==> config.mk <==
export PLATFORM = sky130hd
export DESIGN_NAME = ads_dev_emu
export DESIGN_NICKNAME = d
export VERILOG_FILES = /design/src/rtl/ads_dev_emu.sv
export SDC_FILE = /design/constraint.sdc
export NUM_CORES = 1
export LEC_CHECK = 0
export CORE_MARGIN = 8
export CORE_UTILIZATION = 25
export DETAILED_ROUTE_END_ITERATION = 7
export PLACE_DENSITY = 0.5
export REMOVE_ABC_BUFFERS = 1
export SYNTH_ARGS = -nofsm -noshare
export SYNTH_HDL_FRONTEND = slang
export SYNTH_SLANG_ARGS = --single-unit
==> constraint.sdc <==
create_clock -name CLK_100M -period 9.6 [get_ports CLK_100M]
set_input_delay 2.4 -clock CLK_100M [delete_from_list [all_inputs] [get_ports CLK_100M]]
set_output_delay 2.4 -clock CLK_100M [all_outputs]
set_load 0.05 [all_outputs]
==> src/rtl/ads_dev_emu.sv <==
`default_nettype none
// ============================================================================
// Module   : ads_dev_emu
// Purpose  : device-side emulator of the dual-channel serial SAR ADC (ADS link)
// Revision : 1.0  initial release
// ============================================================================
module ads_dev_emu #(
    parameter int CONV_CYCLES = 40,
    parameter int SYNC_STAGES = 2
) (
    input  logic        CLK_100M,
    input  logic        CLK_RST,
    input  logic        ADS_CLK,
    input  logic        ADS_CS_N,
    input  logic        ADS_CONVST,
    input  logic        ADS_RD,
    input  logic        ADS_SDI,
    input  logic [1:0]  ADS_M,
    output logic        ADS_BUSY,
    output logic        ADS_SDOA,
    output logic        ADS_SDOB,
    input  logic [15:0] DATA_A,
    input  logic [15:0] DATA_B,
    output logic [11:0] CFG_CR,
    output logic [11:0] REFDAC1,
    output logic [11:0] REFDAC2,
    output logic [15:0] CMD_WORD,
    output logic        CMD_STB,
    output logic [15:0] CONV_CNT,
    output logic [7:0]  CONV_OVR
);

    localparam int         c_CNT_W    = $clog2(CONV_CYCLES + 1);
    // CS_N idles high so the synchronizer must not fake a CS fall out of reset
    localparam logic [6:0] c_SYNC_RST = 7'b000_0010;

    typedef enum logic [0:0] {ST_IDLE = 1'b0, ST_CONV = 1'b1} state_t;

    logic [6:0]         w_in;
    logic [6:0]         r_sync [SYNC_STAGES];
    logic [6:0]         r_prev;
    logic [6:0]         w_s;
    logic               w_clk_rise, w_clk_fall, w_cs_rise, w_cs_fall, w_cs_low;
    logic               w_cv_rise, w_rd_rise, w_sdi;

    logic [1:0]         r_stat;
    logic               w_unused;

    logic [4:0]         r_bit_cnt;
    logic [15:0]        r_sr;
    logic               w_decode;

    state_t             r_state, w_state_nxt;
    logic               w_start, w_term, w_ignored;
    logic [c_CNT_W-1:0] r_cnt;
    logic [15:0]        r_conv_cnt, w_cnt_inc;
    logic [7:0]         r_ovr;
    logic               r_ch, r_tag_mode;
    logic [15:0]        r_res_a, r_res_b;
    logic [1:0]         r_tag_a, r_tag_b;
    logic [1:0]         r_pend;
    logic [11:0]        r_cfg, r_refdac1, r_refdac2;
    logic [15:0]        r_cmd_word;
    logic               r_cmd_stb;

    logic [17:0]        r_sh_a, r_sh_b;
    logic               r_armed;

    assign w_in = {ADS_M, ADS_SDI, ADS_RD, ADS_CONVST, ADS_CS_N, ADS_CLK};

    always_ff @(posedge CLK_100M or posedge CLK_RST) begin
        if (CLK_RST) begin
            for (int i = 0; i < SYNC_STAGES; i++) r_sync[i] <= c_SYNC_RST;
            r_prev <= c_SYNC_RST;
            r_stat <= 2'b00;
        end else begin
            r_sync[0] <= w_in;
            for (int i = 1; i < SYNC_STAGES; i++) r_sync[i] <= r_sync[i-1];
            r_prev <= r_sync[SYNC_STAGES-1];
            r_stat <= r_sync[SYNC_STAGES-1][6:5];
        end
    end

    assign w_s        = r_sync[SYNC_STAGES-1];
    assign w_clk_rise =  w_s[0] & ~r_prev[0];
    assign w_clk_fall = ~w_s[0] &  r_prev[0];
    assign w_cs_rise  =  w_s[1] & ~r_prev[1];
    assign w_cs_fall  = ~w_s[1] &  r_prev[1];
    assign w_cs_low   = ~w_s[1];
    assign w_cv_rise  =  w_s[2] & ~r_prev[2];
    assign w_rd_rise  =  w_s[3] & ~r_prev[3];
    assign w_sdi      =  w_s[4];

    // STAT has no port on this block; the mode pins are captured but not exported
    assign w_unused = &{1'b0, r_stat};

    always_ff @(posedge CLK_100M or posedge CLK_RST) begin
        if (CLK_RST) begin
            r_bit_cnt <= 5'd0;
            r_sr      <= 16'h0000;
        end else if (w_cs_fall) begin
            r_bit_cnt <= 5'd0;
            r_sr      <= 16'h0000;
        end else if (w_clk_fall && w_cs_low && r_bit_cnt != 5'd16) begin
            r_sr      <= {r_sr[14:0], w_sdi};
            r_bit_cnt <= r_bit_cnt + 5'd1;
        end
    end

    assign w_decode  = w_cs_rise && (r_bit_cnt == 5'd16);
    assign w_cnt_inc = r_conv_cnt + 16'd1;

    always_ff @(posedge CLK_100M or posedge CLK_RST) begin
        if (CLK_RST) r_state <= ST_IDLE;
        else         r_state <= w_state_nxt;
    end

    always_comb begin
        w_state_nxt = r_state;
        w_start     = 1'b0;
        w_term      = 1'b0;
        w_ignored   = 1'b0;
        case (r_state)
            ST_IDLE: begin
                if (w_cv_rise) begin
                    w_start     = 1'b1;
                    w_state_nxt = ST_CONV;
                end
            end
            ST_CONV: begin
                w_ignored = w_cv_rise;
                if (r_cnt == '0) begin
                    w_term      = 1'b1;
                    w_state_nxt = ST_IDLE;
                end
            end
            default: w_state_nxt = ST_IDLE;
        endcase
    end

    // Soft reset is placed after the conversion update so it wins on CONV_CNT
    always_ff @(posedge CLK_100M or posedge CLK_RST) begin
        if (CLK_RST) begin
            r_cnt      <= '0;
            r_conv_cnt <= 16'h0000;
            r_ovr      <= 8'h00;
            r_ch       <= 1'b0;
            r_tag_mode <= 1'b0;
            r_res_a    <= 16'h0000;
            r_res_b    <= 16'h0000;
            r_tag_a    <= 2'b00;
            r_tag_b    <= 2'b00;
            r_pend     <= 2'd0;
            r_cfg      <= 12'h000;
            r_refdac1  <= 12'h000;
            r_refdac2  <= 12'h000;
            r_cmd_word <= 16'h0000;
            r_cmd_stb  <= 1'b0;
        end else begin
            r_cmd_stb <= 1'b0;
            if (w_start)
                r_cnt <= c_CNT_W'(CONV_CYCLES - 1);
            else if (r_state == ST_CONV && !w_term)
                r_cnt <= r_cnt - c_CNT_W'(1);
            if (w_term) begin
                r_res_a    <= DATA_A;
                r_res_b    <= DATA_B;
                r_tag_a    <= r_tag_mode ? w_cnt_inc[1:0] : {1'b0, r_ch};
                r_tag_b    <= r_tag_mode ? w_cnt_inc[1:0] : {1'b1, r_ch};
                r_ch       <= ~r_ch;
                r_conv_cnt <= w_cnt_inc;
            end
            if (w_ignored && r_ovr != 8'hFF)
                r_ovr <= r_ovr + 8'd1;
            if (w_decode) begin
                r_cmd_word <= r_sr;
                r_cmd_stb  <= 1'b1;
                if (r_pend != 2'd0) begin
                    if (r_pend == 2'd1) r_refdac1 <= r_sr[11:0];
                    else                r_refdac2 <= r_sr[11:0];
                    r_pend <= 2'd0;
                end else if (r_sr == 16'h0004) begin
                    r_cfg      <= 12'h000;
                    r_refdac1  <= 12'h000;
                    r_refdac2  <= 12'h000;
                    r_pend     <= 2'd0;
                    r_conv_cnt <= 16'h0000;
                    r_tag_mode <= 1'b0;
                end else if (r_sr == 16'h0002) begin
                    r_pend <= 2'd1;
                end else if (r_sr == 16'h0005) begin
                    r_pend <= 2'd2;
                end else if (r_sr[15:12] == 4'h4) begin
                    r_cfg <= r_sr[11:0];
                end else begin
                    r_tag_mode <= r_sr[4];
                end
            end
        end
    end

    // A load in the terminal-count cycle still sees the previous result registers
    always_ff @(posedge CLK_100M or posedge CLK_RST) begin
        if (CLK_RST) begin
            r_sh_a  <= 18'h00000;
            r_sh_b  <= 18'h00000;
            r_armed <= 1'b0;
        end else if (w_cs_low) begin
            if (w_rd_rise) begin
                r_sh_a  <= {r_tag_a, r_res_a};
                r_sh_b  <= {r_tag_b, r_res_b};
                r_armed <= 1'b0;
            end else begin
                if (w_clk_fall)
                    r_armed <= 1'b1;
                if (w_clk_rise && r_armed) begin
                    r_sh_a <= {r_sh_a[16:0], 1'b0};
                    r_sh_b <= {r_sh_b[16:0], 1'b0};
                end
            end
        end
    end

    assign ADS_BUSY = (r_state == ST_CONV);
    assign ADS_SDOA = w_cs_low & r_sh_a[17];
    assign ADS_SDOB = w_cs_low & r_sh_b[17];
    assign CFG_CR   = r_cfg;
    assign REFDAC1  = r_refdac1;
    assign REFDAC2  = r_refdac2;
    assign CMD_WORD = r_cmd_word;
    assign CMD_STB  = r_cmd_stb;
    assign CONV_CNT = r_conv_cnt;
    assign CONV_OVR = r_ovr;

endmodule
`default_nettype wire

# == After elaboration in Yosys (flattened, before gate mapping) ==
# Cells that the tools add are included.
# word_totals
register_bits,196
in_bits,41
out_inout_bits,80
wordCells,124
# op_classes
n_addsub,4
eq_ne,13
muxes,43
bitwise,17
reduce_logical,23
# ops
operator,n
12-bit 2-to-1 mux,9
16-bit 2-to-1 mux,6
18-bit 2-to-1 mux,4
16-bit by 3-bit == test with 1-bit output (second input constant),2
16-bit by 1-bit adder with 16-bit output (second input constant),1
16-bit by 2-bit == test with 1-bit output (second input constant),1
2-bit nonzero test,7
1-bit 2-to-1 mux,13
2-bit 2-to-1 mux,6
6-bit 2-to-1 mux,2
5-bit 2-to-1 mux,2
5-bit AND reduction,2
1-bit NOT,9
8-bit by 1-bit adder with 8-bit output (second input constant),1
1-bit bitwise AND,8
2-bit inequality test (second input constant),4
8-bit inequality test (second input constant),1
1-bit logical AND,6
6-bit logical NOT,1
2-bit AND reduction,3
3-bit AND reduction,2
6-bit by 1-bit subtractor with 6-bit output (second input constant),1
5-bit by 1-bit adder with 5-bit output (second input constant),1
5-bit == test (second input constant),1
other kinds (7),7

# == Longest topological paths before layout ==
# Gate-level depths: netlist (run 1).
# logic_depth
depth_word,7
ltp_mapped,10
depth_no_buf,7

# == Least setup slack after synthesis (run 1) ==
# Ideal clock, no wire load.
# synth_path
path_kind,reg-to-output
start,reg r_sync (netlist bit w_s[1])
end,out ADS_SDOA
arrival_time_ns,1.088
t_required_ns,7.200
path_slack_ns,6.112
path_stages_with_launch,2
n_path_buf,0
path_cell_list,dfstp_2 -> nor2b_1
# synth_via
elab_chain_len,2
# synth_lines
element,line,source
from (decl),40,logic [6:0] r_sync [SYNC_STAGES];
1-bit NOT (no line),-,
1-bit bitwise AND,225,assign ADS_SDOA = w_cs_low & r_sh_a[17];
to (decl),20,"output logic ADS_SDOA,"
# Every way passes these cells.

# == Worst setup path after layout (run 1) ==
# layout_path
start,reg r_sync (netlist bit w_s[1])
end,out ADS_SDOB
# layout_via
elab_chain_len,2
# layout_lines
element,line,source
1-bit NOT (no line),-,
1-bit bitwise AND,226,assign ADS_SDOB = w_cs_low & r_sh_b[17];
to (decl),21,"output logic ADS_SDOB,"
# Every way passes these cells.

==> run_results.csv, run 1 <==
group,metric,value,unit
route,via_count,5902,
critical_path,crit_type,"flip-flop to output pin",
clock_network,cts_root_buffer,"clkbuf_16",
synth,ys.warnings.count,0,
timing,finalHoldWorstSlack,0.350,ns
min_path,whs_path_depth,0,
min_path,holdPathEnd,"w_s[0]",
critical_path,cp.required,7.20,ns
critical_path,cpMaxStageDelayCell,"clkdlybuf4s50_1",
power_and_ir_drop,p_sw,0.677,mW
grt,antenna_found_initial,0,
power_and_ir_drop,p_comb_frac,0.179,
finish,fin_cells,1301,
critical_path,cp-start-kind,"flip-flop",
clock_network,cts_sinks,195,
timing,finalCritPeriodShare,0.452,
route,wirelength,20.4,mm
placed_design,dp_slack,4.89,ns
critical_path,critPathArrivalTime,1.94,ns
timing,setup_slack,5.26,ns
synth,syn-cell-area,0.00826,mm2
floorplanning,initial_core_util,0.254,
clock_network,postCtsSetupBuffers,0,
clock_network,clkLatencyLatePin,0.44,ns
finish,diodes,0,
floorplanning,rows,66,
route,post_drt_via_cell_ratio,4.54,
timing,fin_setup_tns,0,ns
grt,grt_max_degree,114,
critical_path,critPathCaptureType,"output pin",
route,antenna_left,0,
floorplanning,io_pins,121,
critical_path,cp_max_fo,9,
synth,synth_cell_type_count,60,
synth,synth-seq-cells,195,
critical_path,path_buf_inv,1,
finish,final_layout_size_suffix_gt1_frac,0.118,
floorplanning,die_y,198,um
timing,hold_viol_final,0,
timing,fmax,231,MHz
critical_path,path_delay_family,"buffers and inverters",
floorplanning,die_w,198,um
grt,grt_usage,0.106,
synth,synth_area_per_cell,11.1,um2
timing,finClkSkew,0.0150,ns
synth,synthFlopType,"dfrtp_1",
power_and_ir_drop,power.density,212,mW/mm2
synth,synth_edf_count,0,
floorplanning,design.core.area,0.0325,mm2
placed_design,placed_cells,1269,
power_and_ir_drop,p_int,1.55,mW
power_and_ir_drop,seq_power_share,0.485,
grt,overflow,0,
power_and_ir_drop,max-vdd-ir-drop,0.113,mV
synth,synth_seq_area_share,0.591,
timing,rsz0062_at_grt,"no",
min_path,min_from,"r_sync[7]",
finish,fin_nets,892,
power_and_ir_drop,leakagePower,4.55,nW
route,drc,0,
run,max_cap_violations,0,
min_path,hp-class,"flip-flop to flip-flop",
power_and_ir_drop,switching_share,0.305,
critical_path,reg2reg_slack,6.95,ns
clock_network,cts_resized,0,
timing,worst_pin_slew,1.09,ns
route,dr.pass1.iters,7,
critical_path,max_stage_delay,0.85,ns
floorplanning,dieArea,0.0391,mm2
synth,synth_top_area_share,0.582,
clock_network,numCtsBuffers,17,
route,routedWlPerCell,15.7,um
critical_path,reg2reg_from,"r_cnt[0]",
clock_network,path_clk_slew,0.07,ns
clock_network,cts_hold_buf,0,
synth,synth.area.top_cells,"dfrtp_1 58%, nand2_1 6.1%, mux2_2 4.5%",
synth,synth.largest_area_cell,"dfrtp_1",
placed_design,place.gp.congestion,0.721,
finish,area.growth.synth_to_final,26.8,%
critical_path,worstReg2RegEnd,"CONV_CNT[13]",
critical_path,worstPathCellList,"nor2b_1 > clkdlybuf4s50_1",
route,drt_iter0_markers,378,
synth,synth_cells,747,
finish,postLayoutCoreUtil,0.322,
timing,relSlewSlack,0.276,
timing,finalSetupViolations,0,
grt,grt_pass1_vias,5891,
power_and_ir_drop,clkPwrFrac,0.336,
synth,yosysMostFrequentCell,"dfrtp_1",
clock_network,htreeDepth,4,
critical_path,r2r_cells,6,
timing,final.min_clock_period,4.34,ns
placed_design,portBuffers,118,
synth,synth_commonest_cells,"192 x dfrtp_1, 135 x nand2_1, 58 x nor2_1",
outcome,status,"finished clean",
timing,final-max-slew-violation-count,0,
placed_design,hpwl,13.3,mm
clock_network,cts.path.max_buffers,2,
synth,async_flop_share,1.00,
grt,grt_first_pass_wirelength,33.0,mm
clock_network,cts_tree,"done",
-- logic make-up (layout without fill, tap and decap cells) --
| family | count (synthesis) | count (layout) | share of synthesized area |
|---|---|---|---|
| AND/OR/NAND/NOR | 296 | 296 | 0.178 |
| multiplexers | 38 | 38 | 0.0512 |
| flip-flops | 195 | 195 | 0.591 |
| buffers and inverters | 60 | 172 | 0.0318 |
| AO/OA/AOI/OAI | 135 | 135 | 0.121 |
| XOR/XNOR | 18 | 18 | 0.0191 |
| adder cells (fa/ha/maj) | 5 | 5 | 0.00757 |
-- sequential cells by signal, indices dropped and copies added, names as in the netlist, 6 cells and up --
register  count
CFG_CR       12
CMD_WORD     16
CONV_CNT     16
CONV_OVR      8
REFDAC1      12
REFDAC2      12
r_cnt         6
r_res_a      16
r_res_b      16
r_sh_a       18
r_sh_b       18
r_sr         16
-- worst max path at each step --
stage / to / slack (ns) / startpoint / cells past startpoint
after floorplan: ADS_BUSY / 1.89 / CLK_RST / 1
after detailed placement: REFDAC2[2] / 4.89 / CLK_RST / 3
after global placement: CMD_STB / 4.89 / CLK_RST / 3
final: ADS_SDOB / 5.26 / w_s[1] / 2
after CTS: ADS_SDOB / 5.17 / w_s[1] / 2
after global routing: ADS_SDOA / 5.18 / w_s[1] / 2
-- layer usage --
layer	vias up	share of wire	wire, um	global-route usage
li1	2834	-	-	-
met1	2897	0.48	9700	0.143
met2	150	0.46	9330	0.164
met3	21	0.053	1080	0.0267
met4	0	0.014	294	0.0324
met5	-	0	0	0
-- power by group through the flow --
stage	logic (mW)	clock network, mW	registers, mW
after global placement	0.398	0	1.09
after detailed placement	0.406	0	1.10
after floorplan	0.248	0	1.12
after CTS	0.407	0.773	1.08
final	0.398	0.746	1.08
after global routing	0.444	0.806	1.11
-- metrics by stage --
| stage | power, mW | instance area, um2 |
|---|---|---|
| final | 2.22 | 10500 |
| after global routing | 2.36 | 10500 |
| after CTS | 2.26 | 10500 |
| after detailed placement | 1.50 | 9860 |
| after global placement | 1.49 | 9860 |
| after floorplan | 1.37 | 8060 |
-- layout make-up --
cell class                      instances  area (um2)
Fill cell                            3350       22100
Sequential cell                       195        4880
Multi-Input combinational cell        492        3130
Timing Repair Buffer                  125        1230
Tap cell                              442         553
Clock buffer                           18         439
Clock inverter                         14         176
Inverter                               15        63.8
-- placed cells by master, fill, tap and decap left out, types with 13 or more instances in the layout --
cell type,netlist,final
xor2_1,13,13
clkdlybuf4s50_1,0,118
mux2_2,33,33
nand3_1,21,21
clkbuf_16,0,17
dfrtp_1,192,192
inv_1,15,14
nor2_1,58,58
nand2b_1,13,13
nand2_1,135,135
a22o_1,41,41
a31oi_1,30,30
a21oi_1,24,23
(Power assumes the default switching activity.)
==> run 2: changes to the inputs <==
Settings changed: PLACE_DENSITY 0.5 to 0.51.
Clock period 9.6 ns to 3.5 ns, I/O delays scaled along.
==> run_results.csv, run 2 (synthesis results as in run 1) <==
group,metric,value,unit
finish,layout_common_cells,"192 x dfrtp_1, 135 x nand2_1, 118 x clkdlybuf4s50_1",
power_and_ir_drop,power.density,575,mW/mm2
placed_design,placed_cells,1275,
clock_network,cts.path.max_buffers,2,
grt,grt_pass1_vias,5838,
power_and_ir_drop,p_int,4.22,mW
floorplanning,die_w,198,um
finish,area.growth.synth_to_final,27.4,%
power_and_ir_drop,leakagePower,4.58,nW
power_and_ir_drop,seq_power_share,0.489,
critical_path,cpMaxStageDelayCell,"clkdlybuf4s50_1",
clock_network,numCtsBuffers,17,
critical_path,path_delay_family,"buffers and inverters",
timing,relSlewSlack,0.395,
placed_design,portBuffers,118,
critical_path,critPathArrivalTime,1.89,ns
clock_network,cts_tree,"done",
route,dr.pass1.iters,4,
timing,finalCritPeriodShare,0.789,
timing,finalSetupViolations,0,
timing,hold_viol_final,0,
clock_network,cts_sinks,195,
clock_network,cts_resized,0,
floorplanning,design.core.area,0.0325,mm2
route,post_drt_via_cell_ratio,4.47,
floorplanning,dieArea,0.0391,mm2
route,routedWlPerCell,15.5,um
finish,stdcell_area,0.0105,mm2
floorplanning,rows,66,
grt,grt_usage,0.104,
clock_network,cts_root_buffer,"clkbuf_16",
route,antenna_left,0,
grt,overflow,0,
power_and_ir_drop,switching_share,0.303,
power_and_ir_drop,p_comb_frac,0.182,
critical_path,critPathCaptureType,"output pin",
floorplanning,initial_core_util,0.254,
route,drt_iter0_markers,341,
timing,rsz0062_at_grt,"no",
critical_path,cp_max_fo,12,
clock_network,htreeDepth,4,
critical_path,cp-start-kind,"flip-flop",
clock_network,path_clk_slew,0.08,ns
timing,finClkSkew,0.0139,ns
finish,diodes,0,
placed_design,placed_area,0.00993,mm2
critical_path,worstPathCellList,"clkdlybuf4s50_1",
clock_network,cts_hold_buf,0,
floorplanning,die_y,198,um
min_path,hp-class,"flip-flop to flip-flop",
clock_network,postCtsSetupBuffers,0,
timing,fmax,362,MHz
placed_design,hpwl,13.1,mm
route,wirelength,20.2,mm
clock_network,clkLatencyLatePin,0.43,ns
timing,final.min_clock_period,2.76,ns
finish,fin_cells,1307,
grt,antenna_found_initial,0,
power_and_ir_drop,max-vdd-ir-drop,0.305,mV
outcome,status,"finished clean",
grt,grt_max_degree,107,
finish,final_common_cell,"dfrtp_1",
grt,grt_first_pass_wirelength,33.0,mm
critical_path,path_buf_inv,1,
timing,worst_pin_slew,0.906,ns
critical_path,max_stage_delay,0.88,ns
route,via_count,5843,
finish,final_layout_size_suffix_gt1_frac,0.123,
timing,final-max-slew-violation-count,0,
floorplanning,io_pins,121,
finish,fin_nets,898,
power_and_ir_drop,p_sw,1.83,mW
placed_design,place.gp.congestion,0.725,
finish,reg_top3,"r_sh_a: 18 flops, r_sh_b: 18 flops",
power_and_ir_drop,power,6.05,mW
critical_path,crit_type,"flip-flop to output pin",
route,drc,0,
critical_path,cp.required,2.62,ns
power_and_ir_drop,clkPwrFrac,0.329,
run,max_cap_violations,0,
==> run 2: metal layers <==
layer / GRT usage / vias to the layer above / routed length [um]
met2: 0.166 / 122 / 9290
met4: 0.0260 / 0 / 161
met5: 0 / - / 0
met1: 0.140 / 2879 / 9740
li1: - / 2831 / -
met3: 0.0265 / 11 / 1010
==> run 2: area by class of cell <==
| type | instances | area (um2) |
|---|---|---|
| Multi-Input combinational cell | 492 | 3130 |
| Fill cell | 3349 | 22000 |
| Tap cell | 442 | 553 |
| Timing Repair Buffer | 131 | 1300 |
| Clock buffer | 18 | 429 |
| Sequential cell | 195 | 4880 |
| Inverter | 15 | 63.8 |
| Clock inverter | 14 | 161 |
==> run 2: final timing paths <==
| kind | from | endpoint | slack [ns] | depth (start not counted) |
|---|---|---|---|---|
| setup / recovery | ADS_BUSY | ADS_BUSY | 0.74 | 1 |
| hold / removal | r_sync[8] | w_s[1] | 0.35 | 0 |
| setup reg to reg | r_sr[8] | REFDAC2[11] | 1.02 | 4 |
| hold reg to reg | r_sync[8] | w_s[1] | 0.35 | 0 |
| max in group asynchronous | CLK_RST | r_res_b[13] | 2.05 | 3 |
| min in group asynchronous | CLK_RST | w_s[4] | 0.98 | 3 |
==> run 2: power groups by stage <==
stage / combinational [mW] / clock (mW) / sequential, mW
5_1_grt: 1.23 / 2.15 / 3.03
4_1_cts: 1.13 / 2.07 / 2.97
2_1_floorplan: 0.679 / 0 / 3.08
3_3_place_gp: 1.10 / 0 / 3.00
3_5_place_dp: 1.12 / 0 / 3.01
6_report: 1.10 / 1.99 / 2.96
==> run 2: metrics by stage <==
step / hold slack [ns] / setup WS (ns) / TNS [ns] / util
after detailed placement: 0.337 / 0.999 / 0 / 0.305
final: 0.350 / 0.739 / 0 / 0.323
after floorplan: 0.331 / -2.68 / -535.26 / -
after CTS: 0.356 / 0.674 / 0 / 0.323
after global routing: 0.362 / 0.627 / 0 / 0.323
after global placement: 0.337 / 1.00 / 0 / 0.305
==> run 3: changes to the inputs <==
Clock period 3.5 ns to 2.4 ns, I/O delays scaled along.
==> run_results.csv, run 3 (synthesis results as in run 1) <==
group,metric,value,unit
route,routedWlPerCell,15.3,um
clock_network,cts_root_buffer,"clkbuf_16",
floorplanning,initial_core_util,0.254,
critical_path,cp_max_fo,6,
power_and_ir_drop,max-vdd-ir-drop,0.494,mV
timing,final.min_clock_period,2.33,ns
route,dr.pass1.iters,4,
timing,worst_pin_slew,0.580,ns
route,via_count,5966,
clock_network,clkLatencyLatePin,0.44,ns
timing,hold_viol_final,0,
placed_design,dp_slack,0.260,ns
timing,final-max-slew-violation-count,0,
critical_path,crit_type,"flip-flop to output pin",
timing,setup_slack,0.0701,ns
clock_network,postCtsSetupBuffers,0,
critical_path,critPathArrivalTime,1.73,ns
clock_network,numCtsBuffers,17,
placed_design,portBuffers,118,
grt,grt_max_degree,73,
finish,stdcell_area,0.0107,mm2
min_path,hp-class,"flip-flop to flip-flop",
finish,diodes,0,
route,post_drt_via_cell_ratio,4.49,
finish,layout_common_cells,"192 x dfrtp_1, 135 x nand2_1, 111 x clkdlybuf4s50_1",
route,wirelength,20.4,mm
finish,multi_input_area,0.00313,mm2
finish,final_common_cell,"dfrtp_1",
timing,finClkSkew,0.0157,ns
clock_network,cts.path.max_buffers,2,
power_and_ir_drop,leakagePower,4.76,nW
critical_path,cp.required,1.80,ns
critical_path,worstPathCellList,"clkdlybuf4s50_1",
finish,reg_top3,"r_sh_a: 18 flops, r_sh_b: 18 flops",
finish,fill_cells,3343,
run,max_cap_violations,0,
clock_network,htreeDepth,4,
grt,grt_usage,0.107,
floorplanning,die_w,198,um
clock_network,path_clk_slew,0.08,ns
clock_network,cts_sinks,195,
grt,antenna_found_initial,0,
critical_path,critPathCaptureType,"output pin",
clock_network,cts_tree,"done",
placed_design,place.gp.congestion,0.740,
critical_path,cp-start-kind,"flip-flop",
timing,rsz0062_at_grt,"no",
timing,finalSetupViolations,0,
outcome,status,"finished clean",
grt,grt_first_pass_wirelength,33.5,mm
power_and_ir_drop,power.density,827,mW/mm2
floorplanning,die_y,198,um
route,drt_iter0_markers,295,
critical_path,path_buf_inv,1,
placed_design,hpwl,13.7,mm
power_and_ir_drop,power,8.89,mW
grt,grt_pass1_vias,6029,
timing,fmax,429,MHz
clock_network,cts_resized,0,
critical_path,cpMaxStageDelayCell,"clkdlybuf4s50_1",
timing,finalCritPeriodShare,0.971,
route,antenna_left,0,
finish,area.growth.synth_to_final,30.1,%
timing,finalHoldWorstSlack,0.345,ns
finish,fin_nets,919,
critical_path,max_stage_delay,0.84,ns
critical_path,path_delay_family,"buffers and inverters",
finish,final_layout_size_suffix_gt1_frac,0.149,
floorplanning,design.core.area,0.0325,mm2
placed_design,placed_area,0.0101,mm2
timing,relSlewSlack,0.613,
finish,final-seq-area,0.00488,mm2
floorplanning,rows,66,
floorplanning,io_pins,121,
clock_network,cts_hold_buf,0,
route,drc,0,
floorplanning,dieArea,0.0391,mm2
grt,overflow,0,
## run 3: cell types whose count changed in the layout (fill, tap and decap cells not counted)
cell             before  now
buf_12                2    6
buf_4                11   32
clkbuf_1              1    0
clkdlybuf4s50_1     118  111
clkinv_8              1    2
clkinvlp_4            1    0
dlymetal6s2s_1        0    3
inv_8                 4    5
## run 3: final timing paths
| check | from | cells after the start | to | slack [ns] |
|---|---|---|---|---|
| setup reg to reg | r_bit_cnt[0] | 7 | CONV_CNT[7] | 0.29 |
| min in group asynchronous | CLK_RST | 2 | r_sync[11] | 0.58 |
| hold reg to reg | r_sync[8] | 0 | w_s[1] | 0.35 |
| max in group asynchronous | CLK_RST | 3 | r_sh_a[14] | 1.20 |
| setup / recovery | CONV_CNT[3] | 1 | CONV_CNT[3] | 0.07 |
| hold / removal | r_sync[8] | 0 | w_s[1] | 0.35 |
## run 3: where the power goes
group | total, mW | internal (mW) | switching [mW]
clock | 2.95 | 1.51 | 1.44
sequential | 4.30 | 3.90 | 0.398
combinational | 1.64 | 0.782 | 0.861
## run 3: routing by layer
layer  wire (um)  vias up  track usage
li1            -     2883            -
met3         897       23       0.0255
met2        9330      135        0.168
met4         270        0       0.0304
met1        9870     2925        0.145
met5           0        -            0
## run 3: cell type report
cell class	instances	area share
Clock inverter	15	0.0169
Timing Repair Buffer	152	0.140
Tap cell	442	0.0515
Sequential cell	195	0.454
Multi-Input combinational cell	492	0.291
Clock buffer	17	0.0396
Inverter	15	0.00594
## run 3: stage by stage
step,util,setup TNS (ns),cells
2_1_floorplan,-,-741.59,702
4_1_cts,0.330,0,1328
3_5_place_dp,0.311,0,1296
3_3_place_gp,0.311,0,1296
6_report,0.330,0,1328
5_1_grt,0.330,0,1328
